## src/rtl/uart_pkg.sv

```systemverilog
// Shared constants and state types for the memory-mapped UART (uart_periph, uart_rx_core).
// Optional interrupt support is enabled with the UART_IRQ_EN macro in uart_periph.
package uart_pkg;

    localparam logic [1:0] REG_TXDATA = 2'd0;
    localparam logic [1:0] REG_RXDATA = 2'd1;
    localparam logic [1:0] REG_STATUS = 2'd2;
    localparam logic [1:0] REG_BAUD   = 2'd3;

    localparam int ST_TX_BUSY    = 0;
    localparam int ST_RX_VALID   = 1;
    localparam int ST_RX_OVERRUN = 2;
    localparam int ST_FRAME_ERR  = 3;
    localparam int ST_TX_DROP    = 4;

    localparam int MIN_DIV = 2;

    typedef enum logic [1:0] {
        TX_IDLE  = 2'd0,
        TX_START = 2'd1,
        TX_DATA  = 2'd2,
        TX_STOP  = 2'd3
    } tx_state_t;

    typedef enum logic [1:0] {
        RX_IDLE  = 2'd0,
        RX_START = 2'd1,
        RX_DATA  = 2'd2,
        RX_STOP  = 2'd3
    } rx_state_t;

endpackage

```

## src/rtl/uart_rx_core.sv

```systemverilog
// UART receiver: 2-flop synchroniser, mid-bit sampling FSM, 8N1 deserialiser.
//   state    | meaning
//   RX_IDLE  | waiting for a falling edge on the synchronised line
//   RX_START | half a bit in, re-check the start bit (high = glitch)
//   RX_DATA  | sample 8 data bits LSB first, one per divisor period
//   RX_STOP  | sample the stop bit, report the byte, back to idle
module uart_rx_core
    import uart_pkg::*;
#(
    parameter int DIV_W = 16
) (
    input  logic             clk,
    input  logic             rst_n,
    input  logic             rx_i,
    input  logic [DIV_W-1:0] div_i,
    output logic             byte_done_o,
    output logic [7:0]       byte_o,
    output logic             stop_err_o
);

    localparam logic [DIV_W-1:0] DIV_ONE = DIV_W'(1);

    logic [1:0]       sync_q;
    logic             prev_q;
    logic             rx_s;
    rx_state_t        state_q, state_d;
    logic [DIV_W-1:0] cnt_q, cnt_d;
    logic [DIV_W-1:0] div_q, div_d;
    logic [2:0]       bit_q, bit_d;
    logic [7:0]       shift_q, shift_d;

    assign rx_s   = sync_q[1];
    assign byte_o = shift_q;

    always_ff @(posedge clk or negedge rst_n) begin
        if (!rst_n) begin
            sync_q  <= 2'b11;
            prev_q  <= 1'b1;
            state_q <= RX_IDLE;
            cnt_q   <= '0;
            div_q   <= '0;
            bit_q   <= '0;
            shift_q <= '0;
        end else begin
            sync_q  <= {sync_q[0], rx_i};
            prev_q  <= rx_s;
            state_q <= state_d;
            cnt_q   <= cnt_d;
            div_q   <= div_d;
            bit_q   <= bit_d;
            shift_q <= shift_d;
        end
    end

    always_comb begin
        state_d     = state_q;
        cnt_d       = cnt_q;
        div_d       = div_q;
        bit_d       = bit_q;
        shift_d     = shift_q;
        byte_done_o = 1'b0;
        stop_err_o  = 1'b0;
        unique case (state_q)
            RX_IDLE: begin
                if (prev_q && !rx_s) begin
                    state_d = RX_START;
                    div_d   = div_i;
                    cnt_d   = (div_i >> 1) - DIV_ONE;
                end
            end
            RX_START: begin
                if (cnt_q != '0) begin
                    cnt_d = cnt_q - DIV_ONE;
                end else if (rx_s) begin
                    state_d = RX_IDLE;
                end else begin
                    state_d = RX_DATA;
                    cnt_d   = div_q - DIV_ONE;
                    bit_d   = '0;
                end
            end
            RX_DATA: begin
                if (cnt_q != '0) begin
                    cnt_d = cnt_q - DIV_ONE;
                end else begin
                    shift_d = {rx_s, shift_q[7:1]};
                    cnt_d   = div_q - DIV_ONE;
                    if (bit_q == 3'd7) state_d = RX_STOP;
                    else               bit_d   = bit_q + 3'd1;
                end
            end
            RX_STOP: begin
                if (cnt_q != '0) begin
                    cnt_d = cnt_q - DIV_ONE;
                end else begin
                    // Leave at mid-stop so a back-to-back start edge is not missed.
                    byte_done_o = 1'b1;
                    stop_err_o  = ~rx_s;
                    state_d     = RX_IDLE;
                end
            end
            default: state_d = RX_IDLE;
        endcase
    end

endmodule

```

## src/rtl/uart_periph.sv

```systemverilog
// Memory-mapped 8N1 UART: register file, W1C status, TX FSM; receive path in uart_rx_core.
// Define UART_IRQ_EN to add the irq output and interrupt enables in BAUD[17:16].
//   state    | meaning
//   TX_IDLE  | line high, a TXDATA write starts a frame
//   TX_START | drive start bit (0) for one divisor period
//   TX_DATA  | shift 8 data bits LSB first
//   TX_STOP  | drive stop bit (1), then back to idle
module uart_periph
    import uart_pkg::*;
#(
    parameter int DEFAULT_DIV = 868,
    parameter int DIV_W       = 16
) (
    input  logic        clk,
    input  logic        rst_n,
    input  logic [63:0] uart_addr,
    input  logic [31:0] uart_write_data,
    input  logic        uart_wen,
    output logic [31:0] uart_read_data,
    output logic        uart_tx,
`ifdef UART_IRQ_EN
    output logic        irq,
`endif
    input  logic        uart_rx
);

    localparam logic [DIV_W-1:0] DIV_ONE = DIV_W'(1);
    localparam logic [DIV_W-1:0] DIV_MIN = DIV_W'(MIN_DIV);
    localparam logic [DIV_W-1:0] DIV_RST = DIV_W'(DEFAULT_DIV);

    logic [1:0]       reg_sel;
    logic             wr_tx, wr_status, wr_baud;
    logic [4:0]       w1c;
    logic [DIV_W-1:0] baud_wr;

    logic [7:0]       txdata_q;
    logic [DIV_W-1:0] baud_q;
    logic             rx_valid_q, rx_overrun_q, frame_err_q, tx_drop_q;
    logic [7:0]       rx_byte_q;

    tx_state_t        tx_state_q, tx_state_d;
    logic [DIV_W-1:0] tx_cnt_q, tx_cnt_d;
    logic [DIV_W-1:0] tx_div_q, tx_div_d;
    logic [2:0]       tx_bit_q, tx_bit_d;
    logic [7:0]       tx_shift_q, tx_shift_d;
    logic             tx_q, tx_d;
    logic             tx_busy;

    logic             rx_done, rx_stop_err;
    logic [7:0]       rx_byte;

    logic             unused_bus;
    assign unused_bus = ^{uart_addr[63:4], uart_addr[1:0], uart_write_data};

    assign reg_sel   = uart_addr[3:2];
    assign wr_tx     = uart_wen && (reg_sel == REG_TXDATA);
    assign wr_status = uart_wen && (reg_sel == REG_STATUS);
    assign wr_baud   = uart_wen && (reg_sel == REG_BAUD);
    assign w1c       = wr_status ? uart_write_data[4:0] : 5'b0;
    assign baud_wr   = (uart_write_data[DIV_W-1:0] < DIV_MIN) ? DIV_MIN : uart_write_data[DIV_W-1:0];
    assign tx_busy   = (tx_state_q != TX_IDLE);
    assign uart_tx   = tx_q;

    uart_rx_core #(.DIV_W(DIV_W)) u_rx_core (
        .clk         (clk),
        .rst_n       (rst_n),
        .rx_i        (uart_rx),
        .div_i       (baud_q),
        .byte_done_o (rx_done),
        .byte_o      (rx_byte),
        .stop_err_o  (rx_stop_err)
    );

    always_ff @(posedge clk or negedge rst_n) begin
        if (!rst_n) begin
            txdata_q     <= '0;
            baud_q       <= DIV_RST;
            rx_valid_q   <= 1'b0;
            rx_overrun_q <= 1'b0;
            frame_err_q  <= 1'b0;
            tx_drop_q    <= 1'b0;
            rx_byte_q    <= '0;
        end else begin
            if (wr_tx)   txdata_q <= uart_write_data[7:0];
            if (wr_baud) baud_q   <= baud_wr;
            // A completing byte beats a same-cycle clear of rx_valid and is then not an overrun.
            if (rx_done && (!rx_valid_q || w1c[ST_RX_VALID])) rx_byte_q <= rx_byte;
            rx_valid_q   <= rx_done | (rx_valid_q & ~w1c[ST_RX_VALID]);
            rx_overrun_q <= (rx_overrun_q & ~w1c[ST_RX_OVERRUN])
                          | (rx_done & rx_valid_q & ~w1c[ST_RX_VALID]);
            frame_err_q  <= (frame_err_q & ~w1c[ST_FRAME_ERR]) | (rx_done & rx_stop_err);
            tx_drop_q    <= (tx_drop_q & ~w1c[ST_TX_DROP]) | (wr_tx & tx_busy);
        end
    end

    always_ff @(posedge clk or negedge rst_n) begin
        if (!rst_n) begin
            tx_state_q <= TX_IDLE;
            tx_cnt_q   <= '0;
            tx_div_q   <= '0;
            tx_bit_q   <= '0;
            tx_shift_q <= '0;
            tx_q       <= 1'b1;
        end else begin
            tx_state_q <= tx_state_d;
            tx_cnt_q   <= tx_cnt_d;
            tx_div_q   <= tx_div_d;
            tx_bit_q   <= tx_bit_d;
            tx_shift_q <= tx_shift_d;
            tx_q       <= tx_d;
        end
    end

    always_comb begin
        tx_state_d = tx_state_q;
        tx_cnt_d   = tx_cnt_q;
        tx_div_d   = tx_div_q;
        tx_bit_d   = tx_bit_q;
        tx_shift_d = tx_shift_q;
        unique case (tx_state_q)
            TX_IDLE: begin
                if (wr_tx) begin
                    tx_state_d = TX_START;
                    tx_div_d   = baud_q;
                    tx_cnt_d   = baud_q - DIV_ONE;
                    tx_shift_d = uart_write_data[7:0];
                    tx_bit_d   = '0;
                end
            end
            TX_START: begin
                if (tx_cnt_q != '0) begin
                    tx_cnt_d = tx_cnt_q - DIV_ONE;
                end else begin
                    tx_state_d = TX_DATA;
                    tx_cnt_d   = tx_div_q - DIV_ONE;
                end
            end
            TX_DATA: begin
                if (tx_cnt_q != '0) begin
                    tx_cnt_d = tx_cnt_q - DIV_ONE;
                end else begin
                    tx_cnt_d = tx_div_q - DIV_ONE;
                    if (tx_bit_q == 3'd7) begin
                        tx_state_d = TX_STOP;
                    end else begin
                        tx_bit_d   = tx_bit_q + 3'd1;
                        tx_shift_d = {1'b0, tx_shift_q[7:1]};
                    end
                end
            end
            TX_STOP: begin
                if (tx_cnt_q != '0) tx_cnt_d   = tx_cnt_q - DIV_ONE;
                else                tx_state_d = TX_IDLE;
            end
            default: tx_state_d = TX_IDLE;
        endcase
        // Line level is registered from the next state so uart_tx never glitches.
        case (tx_state_d)
            TX_START: tx_d = 1'b0;
            TX_DATA:  tx_d = tx_shift_d[0];
            default:  tx_d = 1'b1;
        endcase
    end

`ifdef UART_IRQ_EN
    logic ie_rx_q, ie_tx_q, irq_q;

    always_ff @(posedge clk or negedge rst_n) begin
        if (!rst_n) begin
            ie_rx_q <= 1'b0;
            ie_tx_q <= 1'b0;
            irq_q   <= 1'b0;
        end else begin
            if (wr_baud) begin
                ie_rx_q <= uart_write_data[17];
                ie_tx_q <= uart_write_data[16];
            end
            irq_q <= (ie_rx_q & (rx_valid_q | rx_overrun_q | frame_err_q)) | (ie_tx_q & ~tx_busy);
        end
    end

    assign irq = irq_q;
`endif

    always_comb begin
        uart_read_data = 32'h0;
        case (reg_sel)
            REG_TXDATA: uart_read_data = {24'h0, txdata_q};
            REG_RXDATA: uart_read_data = {23'h0, rx_valid_q, rx_byte_q};
            REG_STATUS: uart_read_data = {27'h0, tx_drop_q, frame_err_q, rx_overrun_q, rx_valid_q, tx_busy};
            REG_BAUD: begin
                uart_read_data[DIV_W-1:0] = baud_q;
`ifdef UART_IRQ_EN
                uart_read_data[17:16] = {ie_rx_q, ie_tx_q};
`endif
            end
            default: uart_read_data = 32'h0;
        endcase
    end

endmodule

```

## config.mk

```make
export PLATFORM = sky130hd
export DESIGN_NAME = uart_periph
export DESIGN_NICKNAME = d
export VERILOG_FILES = /design/src/rtl/uart_pkg.sv /design/src/rtl/uart_rx_core.sv /design/src/rtl/uart_periph.sv
export SDC_FILE = /design/constraint.sdc
export NUM_CORES = 1
export LEC_CHECK = 0
export ABC_AREA = 1
export CAP_MARGIN = 20
export CORE_AREA = 2 2 117 175
export CTS_CLUSTER_SIZE = 40
export DETAILED_ROUTE_END_ITERATION = 8
export DIE_AREA = 0 0 119 177
export PLACE_DENSITY = 0.65
export RECOVER_POWER = 25
export SLEW_MARGIN = 15
export SYNTH_ARGS = -nofsm -noshare
export SYNTH_HDL_FRONTEND = slang
export SYNTH_SLANG_ARGS = --single-unit
```

## constraint.sdc

```tcl
create_clock -name clk -period 3.9 [get_ports clk]
set_input_delay 0.78 -clock clk [delete_from_list [all_inputs] [get_ports clk]]
set_output_delay 0.78 -clock clk [all_outputs]
set_load 0.01 [all_outputs]
```

After elaboration in Yosys (flattened, before gate mapping)
Index checks and enable logic that the tools add are counted.

Logic and storage cells: 143. Input port bits: 100. Output and inout bits: 33. Register bits: 130.

Reduce and logical (&&, ||, !) cells: 25. Mux-type cells: 44. Order comparisons: 1. $add $sub $neg: 8. Equality and inequality tests: 26. Bitwise operators: 18.

Operator list (number): 16-bit two-way mux (9); 16-bit one-hot mux with 4 select lines (2); 16-bit by 1-bit subtractor with 16-bit output, second input constant (5); 16-bit one-hot mux with 3 select lines (1); 16-bit nonzero test (2); 8-bit two-way mux (3); 2-bit two-way mux (11); 3-bit two-way mux (7); 2-bit inequality test, second input constant (9); 16-bit by 2-bit less-than comparator with 1-bit output, second input constant (1); 2-bit one-hot mux with 4 select lines (2); 8-bit one-hot mux with 2 select lines (1); 15-bit by 1-bit subtractor with 16-bit output, second input constant (1); 2-bit == test, second input constant (7); 3-bit one-hot mux with 2 select lines (2); 5-bit AND reduction (2); 1-bit AND (8); 2-bit by 1-bit == test with 1-bit output, second input constant (4); 2-bit AND reduction (4); 3-bit by 1-bit adder with 3-bit output, second input constant (2); 3-bit == test, second input constant (2); 2-bit zero test (3); 2-bit by 1-bit inequality test with 1-bit output, second input constant (3); 1-bit inverter (6); 12 further kinds (25).

Longest topological paths before layout
Gate-level depths: netlist of run 1.

Depth in word-level cells: 6. Mapped depth: 14. Depth with buffers taken out: 14.

By module
From an unflattened synthesis of run 1, not the netlist that was laid out.

Cell total of the unflattened synthesis: 1316. Area total of the unflattened synthesis: 9107.5 µm².

By module, submodules not included: uart_periph (sequential area each 2059.5 µm², area each 5572.8 µm², instances 1, cells an instance 798); uart_rx_core (sequential area each 1204.9 µm², area each 3534.6 µm², instances 1, cells an instance 518).

Worst setup path before layout of run 1
Ideal clock, no wire load.

Path kind: input port to output port. Start: in uart_addr[2]. End: out uart_read_data[5]. Required time: 3.120 ns. Path slack: 1.730 ns. Path buffers: 1. Arrival: 1.390 ns. Stages: 3. Cell sequence: nand2_1 > clkbuf_1 > o211ai_1.

Longest elaborated chain between the ends: 2. Elaborated cells on any way between the ends: 5. Classes of those cells: eq/ne (3); mux (1); reduce/logical (1).

RTL lines: from (decl) (line uart_periph.sv:16) `input logic [63:0] uart_addr,`; 2-bit == test, or another cell as far along (line uart_periph.sv:187) `case (reg_sel)`; 16-bit one-hot mux with 4 select lines (*) (line uart_periph.sv:187); to (decl) (line uart_periph.sv:19) `output logic [31:0] uart_read_data,`.

Every way passes the cells marked *; elsewhere a longest branch is shown, timed or not.

Worst setup path after layout of run 1
Start: in uart_addr[2]. End: out uart_read_data[0].

The elaborated chain is that of the path after synthesis.

==> out/results.ini, run 1 <==
[drt]
vias=8119
first_iter_violations=622
avgViaCountPerCell=5.25
wl_mm=24.9
drc=0
wl_per_cell_um=16.1
drtAntennaViolNets=0
firstDrtPassIters=5

[clock_network]
clock_sinks=130
clockRootBuffer=clkbuf_16
path_clk_slew_ns=0.07
cts_hold_buf=0
cts_resized=0
clockBufferDepth=2
h-tree-depth=4
insertion_delay_ns=0.44
cts_buffers=17
cts_setup_buffers=0
cts_tree=yes

[synth]
async_reset_ff_share_pct=100
synth_ff_type=dfrtp_1
netlist_top_cells_area=dfrtp_1 (35%), nand2_1 (17%), o21ai_0 (7.1%), nor2_1 (6.0%), inv_1 (4.8%)
synth_common_cells=nand2_1 (384), nor2_1 (137), o21ai_0 (122)
syn-mean-instance-area_um2=6.96
ys_ff_latch=130
yosysWarningCount=0
netlist.area_leader.share_pct=35.0
synthCells=1242
synth_seq_area_share_pct=37.8
yosys.area.top_type=dfrtp_1
synth-edff-count=0
yosysMostFrequentCell=nand2_1
synthesis.area_mm2=0.00864
synth.distinct_cells=46

[run_status]
violations=max-capacitance violations, max-slew violations
status=finished, violations left

[job]
max-cap-violations=1

[timing]
rsz0062_at_grt=false
clock.fmax_mhz=289
finalSetupViolations=0
finClkSkew_ns=0.00999
setup-tns-final_ns=0
slew_viol_final=90
max_slew.worst_pin.slew_ns=2.27
final_hold_viol_count=0
min_period_over_period_pct=88.7
relSlewSlack_pct=-51.5
layout_min_cycle_time_ns=3.46

[layout]
finalCoreUtilization_pct=49.9
multi_input_area_mm2=0.00469
fillerInstances=1965
antenna_cells=0
layout.nets=1394
seq_area_mm2=0.00326
stdcell_area_mm2=0.00979
drive_gt1_share_pct=8.16
area_delta_synth_final_pct=13.3

[pwr]
p_per_area_mw_per_mm2=554
p_leak_nw=4.68
fin_total_pwr_mw=5.42
peakVddDrop_v=0.000381

[global_routing]
grt_max_degree=90
grt_pass1_wl_mm=40.5
grt_overflow=0
grt_pass1_vias=7616
grt_usage_pct=24.7
antenna_found_initial=0

[worst_setup_path]
critPathMaxFanout=11
r2r_slack_ns=1.28
ff2ff_path_depth=10
cp-end-kind=primary output
rr_endpoint=tx_cnt_q[14]
required_ns=3.12
crit_type=in2out
start_kind=input pin
worstReg2RegStart=tx_cnt_q[0]
cp_data_arrival_time_ns=2.68

[floorplan]
core_area_mm2=0.0196
die_w_um=119
rows=63
start_util_pct=44.0
dieArea_mm2=0.0211
io_pins=133
die_h_um=177

[place]
dp_hpwl_mm=18.2
io_buffers=38
globalplace.congestion=0.973
post_dp_cell_area_mm2=0.00919

[worst_hold_path]
worstHoldStart=u_rx_core.sync_q[0]
hold_path.class=reg2reg
hold-path-cell-count=0
holdPathEnd=u_rx_core.sync_q[1]

==> cells in the final DEF, fill, tap and decap left out, types with 12 or more instances in the layout <==
cell type          n
a21oi_1           48
conb_1            16
nor2_2            14
dfrtp_1          121
nand2_1          384
nand3_1           79
clkdlybuf4s50_1   36
nor2_1           136
ha_1              20
xor2_1            32
inv_1            110
o21ai_0          122
clkbuf_16         17
inv_2             13
o21ai_1           12
==> cell families after synthesis <==
family | share of synthesized area, %
AO/OA/AOI/OAI | 13.6
XOR/XNOR | 4.16
adder cells (fa/ha/maj) | 2.90
buffers and inverters | 8.66
flip-flops | 37.8
multiplexers | 0.130
other | 0.0434
AND/OR/NAND/NOR | 32.7
==> state kept, by name, indices dropped and copies added (netlist names), 16 cells and up, named ones only <==
| register | cells |
|---|---|
| baud_q | 16 |
| tx_cnt_q | 16 |
| tx_div_q | 16 |
| u_rx_core.cnt_q | 16 |
| u_rx_core.div_q | 16 |
==> routing by layer <==
metal / track usage [%] / share of wire, % / vias to the layer above
li1: - / - / 4022
met5: 0 / 0 / -
met2: 42.3 / 50 / 241
met4: 11.1 / 3.5 / 0
met3: 3.51 / 4.4 / 60
met1: 30.9 / 42 / 3796
==> how the worst max path moves through the flow <==
stage	slack, ns	depth (start not counted)	end	start
global placement	0.45	6	uart_read_data[0]	uart_addr[2]
CTS	0.43	6	uart_read_data[0]	uart_addr[2]
floorplan	1.73	3	uart_read_data[5]	uart_addr[2]
finish	0.44	6	uart_read_data[0]	uart_addr[2]
detailed placement	0.43	6	uart_read_data[0]	uart_addr[2]
global route	0.28	6	uart_read_data[1]	uart_addr[2]
==> worst max-delay path: stages <==
cell             delay, ns
clkdlybuf4s50_1       0.59
nand2_1               0.30
o22ai_1               0.26
a21oi_1               0.06
o21ai_0               0.12
clkdlybuf4s50_1       0.58
==> area by class of cell <==
class	instances	area share [%]
Clock buffer	18	4.49
Clock inverter	14	1.69
Inverter	124	4.76
Multi-Input combinational cell	954	47.9
Sequential cell	130	33.4
Tap cell	260	3.32
Timing Repair Buffer	47	4.53
==> through the flow <==
stage | hold slack (ns) | worst slack [ns] | std cells
final | 0.358 | 0.440 | 1547
after global routing | 0.365 | 0.280 | 1547
after CTS | 0.356 | 0.431 | 1547
after detailed placement | 0.351 | 0.432 | 1515
after global placement | 0.346 | 0.449 | 1515
after floorplan | 0.345 | 1.73 | 1257
==> where the power goes <==
part,switching [mW],internal [mW],leakage (nW)
Clock,0.691,0.979,0.297
Combinational,1.26,0.648,2.75
Sequential,0.265,1.59,1.63
Total,2.21,3.21,4.68
Note: power is estimated with default switching activity, not from simulation.
==> inputs of run 2 (changes only) <==
--- a/config.mk
+++ b/config.mk
@@ -7,10 +7,10 @@
 export LEC_CHECK = 0
 export ABC_AREA = 1
 export CAP_MARGIN = 20
-export CORE_AREA = 2 2 117 175
+export CORE_AREA = 2 2 142 144
 export CTS_CLUSTER_SIZE = 40
 export DETAILED_ROUTE_END_ITERATION = 8
-export DIE_AREA = 0 0 119 177
+export DIE_AREA = 0 0 144 146
 export PLACE_DENSITY = 0.65
 export RECOVER_POWER = 25
 export SLEW_MARGIN = 15
==> run 2 against run 1 <==
Net effect: the run still ends with max-capacitance violations, max-slew violations left; fmax down 2.5%; non-clock buffer count unchanged; clock skew down 0.0013 ns; via count down 0.73%; critical path type unchanged.
==> out/results.ini, run 2 (same netlist as run 1, synthesis figures left out) <==
[floorplan]
core_area_mm2=0.0193
start_util_pct=44.7
die_h_um=146
die_w_um=144
rows=51
dieArea_mm2=0.0210
io_pins=133

[pwr]
p_per_area_mw_per_mm2=546
p_leak_nw=4.66
peakVddDrop_v=0.000322

[timing]
max_slew.worst_pin.slew_ns=2.34
final_hold_viol_count=0
relSlewSlack_pct=-55.9
layout_min_cycle_time_ns=3.55
fin_ws_ns=0.352
clock.fmax_mhz=282
finClkSkew_ns=0.00864
setup-tns-final_ns=0
slew_viol_final=89
finalSetupViolations=0
rsz0062_at_grt=false
min_period_over_period_pct=91.0

[drt]
firstDrtPassIters=5
first_iter_violations=679
wl_per_cell_um=15.6
vias=8060
avgViaCountPerCell=5.19
drc=0
wl_mm=24.2
drtAntennaViolNets=0

[place]
place_ws_ns=0.361
dp_hpwl_mm=17.5
globalplace.congestion=0.925
dp_cells=1520
io_buffers=38

[worst_setup_path]
required_ns=3.12
cp_data_arrival_time_ns=2.77
critPathMaxFanout=17
cp-end-kind=primary output
start_kind=input pin
crit_type=in2out

[global_routing]
grtUsageMet2_pct=35.3
grt_max_degree=90
grt.busiest_layer=met1
grt_pass1_vias=7578
antenna_found_initial=0
grt_overflow=0
grt_pass1_wl_mm=39.4
grt_usage_pct=24.0
met1_usage_pct=35.4
grt_use_met3_pct=4.31

[layout]
area_delta_synth_final_pct=13.1
antenna_cells=0
most-common-layout-cells=nand2_1 (384), nor2_1 (137), o21ai_0 (122)
final_cells=1552
finalCoreUtilization_pct=50.5
drive_gt1_share_pct=8.08
layout.nets=1394
layout_commonest_cell=nand2_1

[clock_network]
cts_buffers=17
cts_tree=yes
cts_setup_buffers=0
clock_sinks=130
cts_resized=0
cts_hold_buf=0
path_clk_slew_ns=0.06
insertion_delay_ns=0.43
clockBufferDepth=2
h-tree-depth=4
clockRootBuffer=clkbuf_16

[run_status]
status=finished, violations left
violations=max-capacitance violations, max-slew violations

[worst_hold_path]
hold_path.class=reg2reg

[job]
max-cap-violations=1

[run 2: final timing paths]
kind / cells past startpoint / end / slack (ns) / startpoint
max: 4 / uart_read_data[8] / 0.35 / uart_addr[2]
max in group asynchronous: 1 / tx_div_q[7] / 1.47 / rst_n
min: 0 / u_rx_core.sync_q[1] / 0.36 / u_rx_core.sync_q[0]
min in group asynchronous: 1 / u_rx_core.byte_o[1] / 1.05 / rst_n
min reg2reg: 0 / u_rx_core.sync_q[1] / 0.36 / u_rx_core.sync_q[0]
max reg2reg: 10 / tx_cnt_q[14] / 1.31 / tx_cnt_q[0]
[run 2: layout make-up]
cell class              instances  area (um^2)
fillers                      1961         9570
well taps                     265          332
multi-input cells             954         4680
clock buffers                  17          425
flip-flops and latches        130         3260
inverters                     124          465
clock inverters                15          144
repair buffers                 47          455
[run 2: stage by stage]
| stage | hold slack [ns] | power [mW] | area, um^2 |
|---|---|---|---|
| final | 0.364 | 5.33 | 9770 |
| after floorplan | 0.345 | 3.21 | 8700 |
| after detailed placement | 0.347 | 3.74 | 9210 |
| after CTS | 0.357 | 5.33 | 9780 |
| after global placement | 0.346 | 3.71 | 9210 |
| after global routing | 0.367 | 5.71 | 9770 |
[run 2: report_power, final]
part           leakage (nW)  switching [mW]  internal, mW  total, mW
Sequential             1.63           0.272          1.59       1.86
Combinational          2.76            1.25         0.654       1.91
Clock                 0.268           0.678         0.891       1.57
Total                  4.66            2.20          3.13       5.33
[run 2: worst max-delay path: stages]
cell             delay (ns)
clkdlybuf4s50_1        0.59
nand2_1                0.40
o21ai_0                0.40
clkdlybuf4s50_1        0.60
[run 2: layer usage]
metal  part of all wire, %  routed length (um)
met1                    47               11300
met2                    44               10600
met3                   7.0                1690
met4                   2.4                 582
met5                     0                   0
==> RTL edit 1, RTL diff (config.mk and constraints of run 2) <==
`tx_shift_q` no longer has a reset.
--- a/src/rtl/uart_periph.sv
+++ b/src/rtl/uart_periph.sv
@@ -99,16 +99,18 @@
             tx_cnt_q   <= '0;
             tx_div_q   <= '0;
             tx_bit_q   <= '0;
-            tx_shift_q <= '0;
             tx_q       <= 1'b1;
         end else begin
             tx_state_q <= tx_state_d;
             tx_cnt_q   <= tx_cnt_d;
             tx_div_q   <= tx_div_d;
             tx_bit_q   <= tx_bit_d;
-            tx_shift_q <= tx_shift_d;
             tx_q       <= tx_d;
         end
+    end
+
+    always_ff @(posedge clk) begin
+        tx_shift_q <= tx_shift_d;
     end
 
     always_comb begin
Check against the original RTL: same outputs for any inputs over 10 cycles, from zero or initial values and one cycle with rst_n low; that may be too few to reach the edited logic, so the function may still have changed.
==> RTL edit 1 against run 2 <==
  * The flow still finishes with violations (max-capacitance violations, max-slew violations)
  * Sequential cell count unchanged
  * Area after synthesis down 1.1%
  * Maximum frequency is 1.9% higher
  * Register-to-register slack better by 0.23 ns
  * Global-route usage decreased by 1.5 points
  * Design area down 0.59%
  * Worst setup slack better by 0.068 ns
  * Synthesized cell count fell by 2.3%
  * Routed wire length is 5.2% lower
  * First-iteration DRC count is 4.9% lower
  * Total power rose by 1.3%
  * Largest cell class unchanged
  * Critical endpoint is now uart_read_data[3]
==> RTL edit 1: results (changes against run 2) <==
[outcome]
status = finished with violations  ; unchanged
failed_checks = max-capacitance violations, max-slew violations  ; unchanged

[power_and_ir_drop]
p_leak_nw = 4.60  ; was 4.66 nW
switchingPower_mw = 2.13  ; was 2.20 mW
ir_drop_v = 0.000324  ; was 0.000322 V

[yosys]
ys_warn_count = 0  ; unchanged
synth-seq-area-share = 0.386  ; was 0.378
synth_edf_count = 7  ; was 0
yosys-top-cells-area = dfrtp_1, nand2_1, o21ai_0  ; unchanged
yosysUniqueCellTypes = 50  ; was 46
synthTopCellsByCount = nand2_1, nor2_1, inv_1  ; was nand2_1, nor2_1, o21ai_0
postSynth.asyncResetShare = 0.938  ; was 1.00
synth_flop_cell = dfrtp_1  ; unchanged

[setup_path]
critPathMaxFanout = 9  ; was 17

[placed_design]
place_hpwl_mm = 16.8  ; was 17.5 mm
gp_congestion = 0.910  ; was 0.925
place_ws_ns = 0.436  ; was 0.361 ns

[final_layout]
layout.nets = 1366  ; was 1394
drive_gt1_frac = 0.0690  ; was 0.0808
antennaDiodeCount = 0  ; unchanged

[detailed_routing]
vias_per_cell = 5.16  ; was 5.19
dr.first_iter.drc_count = 646  ; was 679
wl_per_cell_um = 15.0  ; was 15.6 um

[sta]
clock-skew-final_ns = 0.00948  ; was 0.00864 ns
relSlewSlack = -0.747  ; was -0.559
slew_violations = 46  ; was 89

[global_route]
grt_pass1_vias = 7443  ; was 7578
track_usage = 0.225  ; was 0.240
grt_start_max_net_pins = 78  ; was 90
grt_pass1_wl_mm = 37.4  ; was 39.4 mm

[clocking]
cts_setup_buffers = 0  ; unchanged

[job]
maxCapViolations = 1  ; unchanged

[RTL edit 1: final timing paths]
path,start,slack [ns],to,cells after the start
setup / recovery,uart_addr[2],0.42,uart_read_data[3],6
hold / removal,u_rx_core.sync_q[0],0.36,u_rx_core.sync_q[1],0
setup reg to reg,tx_cnt_q[0],1.54,tx_cnt_q[12],11
hold reg to reg,u_rx_core.sync_q[0],0.36,u_rx_core.sync_q[1],0
max in group asynchronous,rst_n,1.24,u_rx_core.cnt_q[6],1
min in group asynchronous,rst_n,1.16,tx_bit_q[0],1
[RTL edit 1: area by class of cell]
class | instances | area [um^2]
clock buffer | 18 | 439
clock inverter | 14 | 186
fill | 1903 | 9620
inverter | 128 | 482
multi-input combinational | 923 | 4520
sequential | 130 | 3290
tap | 265 | 332
timing repair buffer | 47 | 454
[RTL edit 1: worst max-delay path, stage by stage]
cell and delay, ns:
clkdlybuf4s50_1 0.61, inv_1 0.07, nor2_1 0.39, a221oi_1 0.17, o21ai_0 0.12, clkdlybuf4s50_1 0.56
[RTL edit 1: layer usage]
metal  part of all wire  vias up  global-route usage
li1                   -     3936                   -
met1               0.47     3637               0.322
met2               0.45      266               0.346
met3              0.060       34              0.0378
met4              0.019        0              0.0716
met5                  0        -                   0
[RTL edit 1: through the flow]
step           instance area (um^2)  utilization  std cells
3_3_place_gp                   9090        0.470       1493
5_1_grt                        9710        0.502       1525
3_5_place_dp                   9090        0.470       1493
2_1_floorplan                  8600            -       1229
4_1_cts                        9720        0.502       1525
6_report                       9710        0.502       1525
[RTL edit 1: cells by family after synthesis]
family                   after synthesis  synth area share
AO/OA/AOI/OAI                        191             0.123
XOR/XNOR                              43            0.0441
adder cells (fa/ha/maj)               19            0.0278
buffers and inverters                176            0.0911
flip-flops                           130             0.386
multiplexers                           2           0.00293
other                                  1          0.000439
AND/OR/NAND/NOR                      652             0.325
[RTL edit 1: power groups by stage]
stage          clock [mW]  combinational, mW  sequential [mW]
5_1_grt              1.79               2.10             1.89
4_1_cts              1.73               1.84             1.85
6_report             1.71               1.84             1.85
3_5_place_dp            0               1.83             1.87
2_1_floorplan           0               1.37             1.80
3_3_place_gp            0               1.80             1.87
==> RTL edit 2, RTL diff (config.mk and constraints of run 2) <==
Made on the original files. The option `UART_IRQ_EN` is turned on by a define.
--- a/src/rtl/uart_periph.sv
+++ b/src/rtl/uart_periph.sv
@@ -5,6 +5,8 @@
 //   TX_START | drive start bit (0) for one divisor period
 //   TX_DATA  | shift 8 data bits LSB first
 //   TX_STOP  | drive stop bit (1), then back to idle
+`define UART_IRQ_EN
+
 module uart_periph
     import uart_pkg::*;
 #(
Function (old outputs only; new: irq): changed (Yosys sat finds a counterexample within 4 cycles, from zero or initial values and one cycle with rst_n low).
==> RTL edit 2 against run 2 <==
  * The run still ends with max-capacitance violations, max-slew violations left
  * Sequential cell count is 3 higher
  * Largest power group is now registers
  * Area after synthesis is 0.64% higher
  * Routed wire length is 3.6% lower
  * Worst setup slack better by 0.037 ns
  * Design area is 0.81% higher
  * Total power is 2.1% lower
  * Largest cell class unchanged
==> RTL edit 2: results (changes against run 2) <==
[detailed_routing]
routed_wl_mm = 23.3  ; was 24.2 mm
vias_per_cell = 5.23  ; was 5.19
drt_pass1_iterations = 6  ; was 5
dr.first_iter.drc_count = 694  ; was 679

[yosys]
yosysUniqueCellTypes = 44  ; was 46
synthTopCellsByCount = nand2_1, nor2_1, o21ai_0  ; unchanged
muxShareOfSynthArea = 0.00245  ; was 0.00130
synthAdderAreaFrac = 0.0273  ; was 0.0290
synth_edf_count = 0  ; unchanged
synth-seq-area-share = 0.384  ; was 0.378
synth-compound-area-share = 0.143  ; was 0.136
synth_flop_cell = dfrtp_1  ; unchanged
yosys-top-cells-area = dfrtp_1, nand2_1, o21ai_0  ; unchanged
postSynth.asyncResetShare = 1.00  ; unchanged
synth_top_family_by_area = simple AND/OR/NAND/NOR gates  ; unchanged
ys_warn_count = 0  ; unchanged
synthXorXnorAreaFrac = 0.0433  ; was 0.0416

[global_route]
grt_pass1_vias = 7476  ; was 7578
grt_start_max_net_pins = 94  ; was 90
track_usage = 0.230  ; was 0.240
grt_pass1_wl_mm = 38.2  ; was 39.4 mm
antenna_found_initial = 0  ; unchanged

[placed_design]
placed_area_um2 = 9280  ; was 9210 um^2
place_ws_ns = 0.409  ; was 0.361 ns
port_buffers = 43  ; was 38
place_hpwl_mm = 17.2  ; was 17.5 mm
gp_congestion = 0.945  ; was 0.925

[power_and_ir_drop]
pwr-share-clk = 0.303  ; was 0.294
total_power_mw = 5.22  ; was 5.33 mW
p_int_mw = 3.09  ; was 3.13 mW
ir_drop_v = 0.000340  ; was 0.000322 V
power_frac_seq = 0.355  ; was 0.348
p_leak_nw = 4.76  ; was 4.66 nW

[setup_path]
worstPathArrival_ns = 2.73  ; was 2.77 ns
critPathMaxFanout = 13  ; was 17
cpMaxStageDelayCell = clkdlybuf4s50_1  ; unchanged
path_delay_family = buffers and inverters  ; unchanged
cpPeakStageDelay_ns = 0.60  ; about the same

[sta]
relSlewSlack = -0.647  ; was -0.559
slew_violations = 93  ; was 89
clock-skew-final_ns = 0.0110  ; was 0.00864 ns

[clocking]
root_buffer = clkbuf_16  ; unchanged
cts_buffers = 17  ; unchanged
cts_buffer_depth = 2  ; unchanged
cts.repair.resized = 0  ; unchanged
cts_max_level = 4  ; unchanged

[final_layout]
n_fill_cell = 1902  ; was 1961
layout.nets = 1387  ; was 1394
drive_gt1_frac = 0.0781  ; was 0.0808

[job]
maxCapViolations = 1  ; unchanged

[outcome]
status = finished with violations  ; unchanged
failed_checks = max-capacitance violations, max-slew violations  ; unchanged

[min_path]
hold_path.class = reg -> reg  ; unchanged

RTL edit 2: path summary, 6_finish.rpt:
kind / from / end / slack [ns] / cells past startpoint
max: uart_addr[2] / uart_read_data[0] / 0.39 / 6
min: u_rx_core.sync_q[0] / u_rx_core.sync_q[1] / 0.36 / 0
max reg2reg: tx_cnt_q[0] / tx_bit_q[0] / 1.37 / 11
min reg2reg: u_rx_core.sync_q[0] / u_rx_core.sync_q[1] / 0.36 / 0
max in group asynchronous: rst_n / tx_div_q[8] / 1.35 / 1
min in group asynchronous: rst_n / async pin / 1.08 / 1
RTL edit 2: layout make-up:
cell class / count / area [um^2] / share of cell area
multi-input cells: 933 / 4610 / 0.468
flip-flops and latches: 133 / 3340 / 0.339
repair buffers: 51 / 498 / 0.0506
inverters: 132 / 498 / 0.0506
clock buffers: 17 / 425 / 0.0432
well taps: 265 / 332 / 0.0337
clock inverters: 15 / 150 / 0.0152
RTL edit 2: per-stage QoR:
| stage | utilization | instances |
|---|---|---|
| 2_1_floorplan | - | 1247 |
| 3_3_place_gp | 0.480 | 1514 |
| 3_5_place_dp | 0.480 | 1514 |
| 4_1_cts | 0.510 | 1546 |
| 5_1_grt | 0.509 | 1546 |
| 6_report | 0.509 | 1546 |
RTL edit 2: cell families after synthesis:
kind of cell / count (synthesis)
AO/OA/AOI/OAI: 230
XOR/XNOR: 43
adder cells (fa/ha/maj): 19
buffers and inverters: 181
flip-flops: 133
multiplexers: 2
other: 1
AND/OR/NAND/NOR: 625
RTL edit 2: per-layer routing:
| metal | track usage | part of all wire |
|---|---|---|
| met1 | 0.342 | 0.48 |
| met2 | 0.334 | 0.44 |
| met3 | 0.0464 | 0.058 |
| met4 | 0.0745 | 0.020 |
| met5 | 0 | 0 |
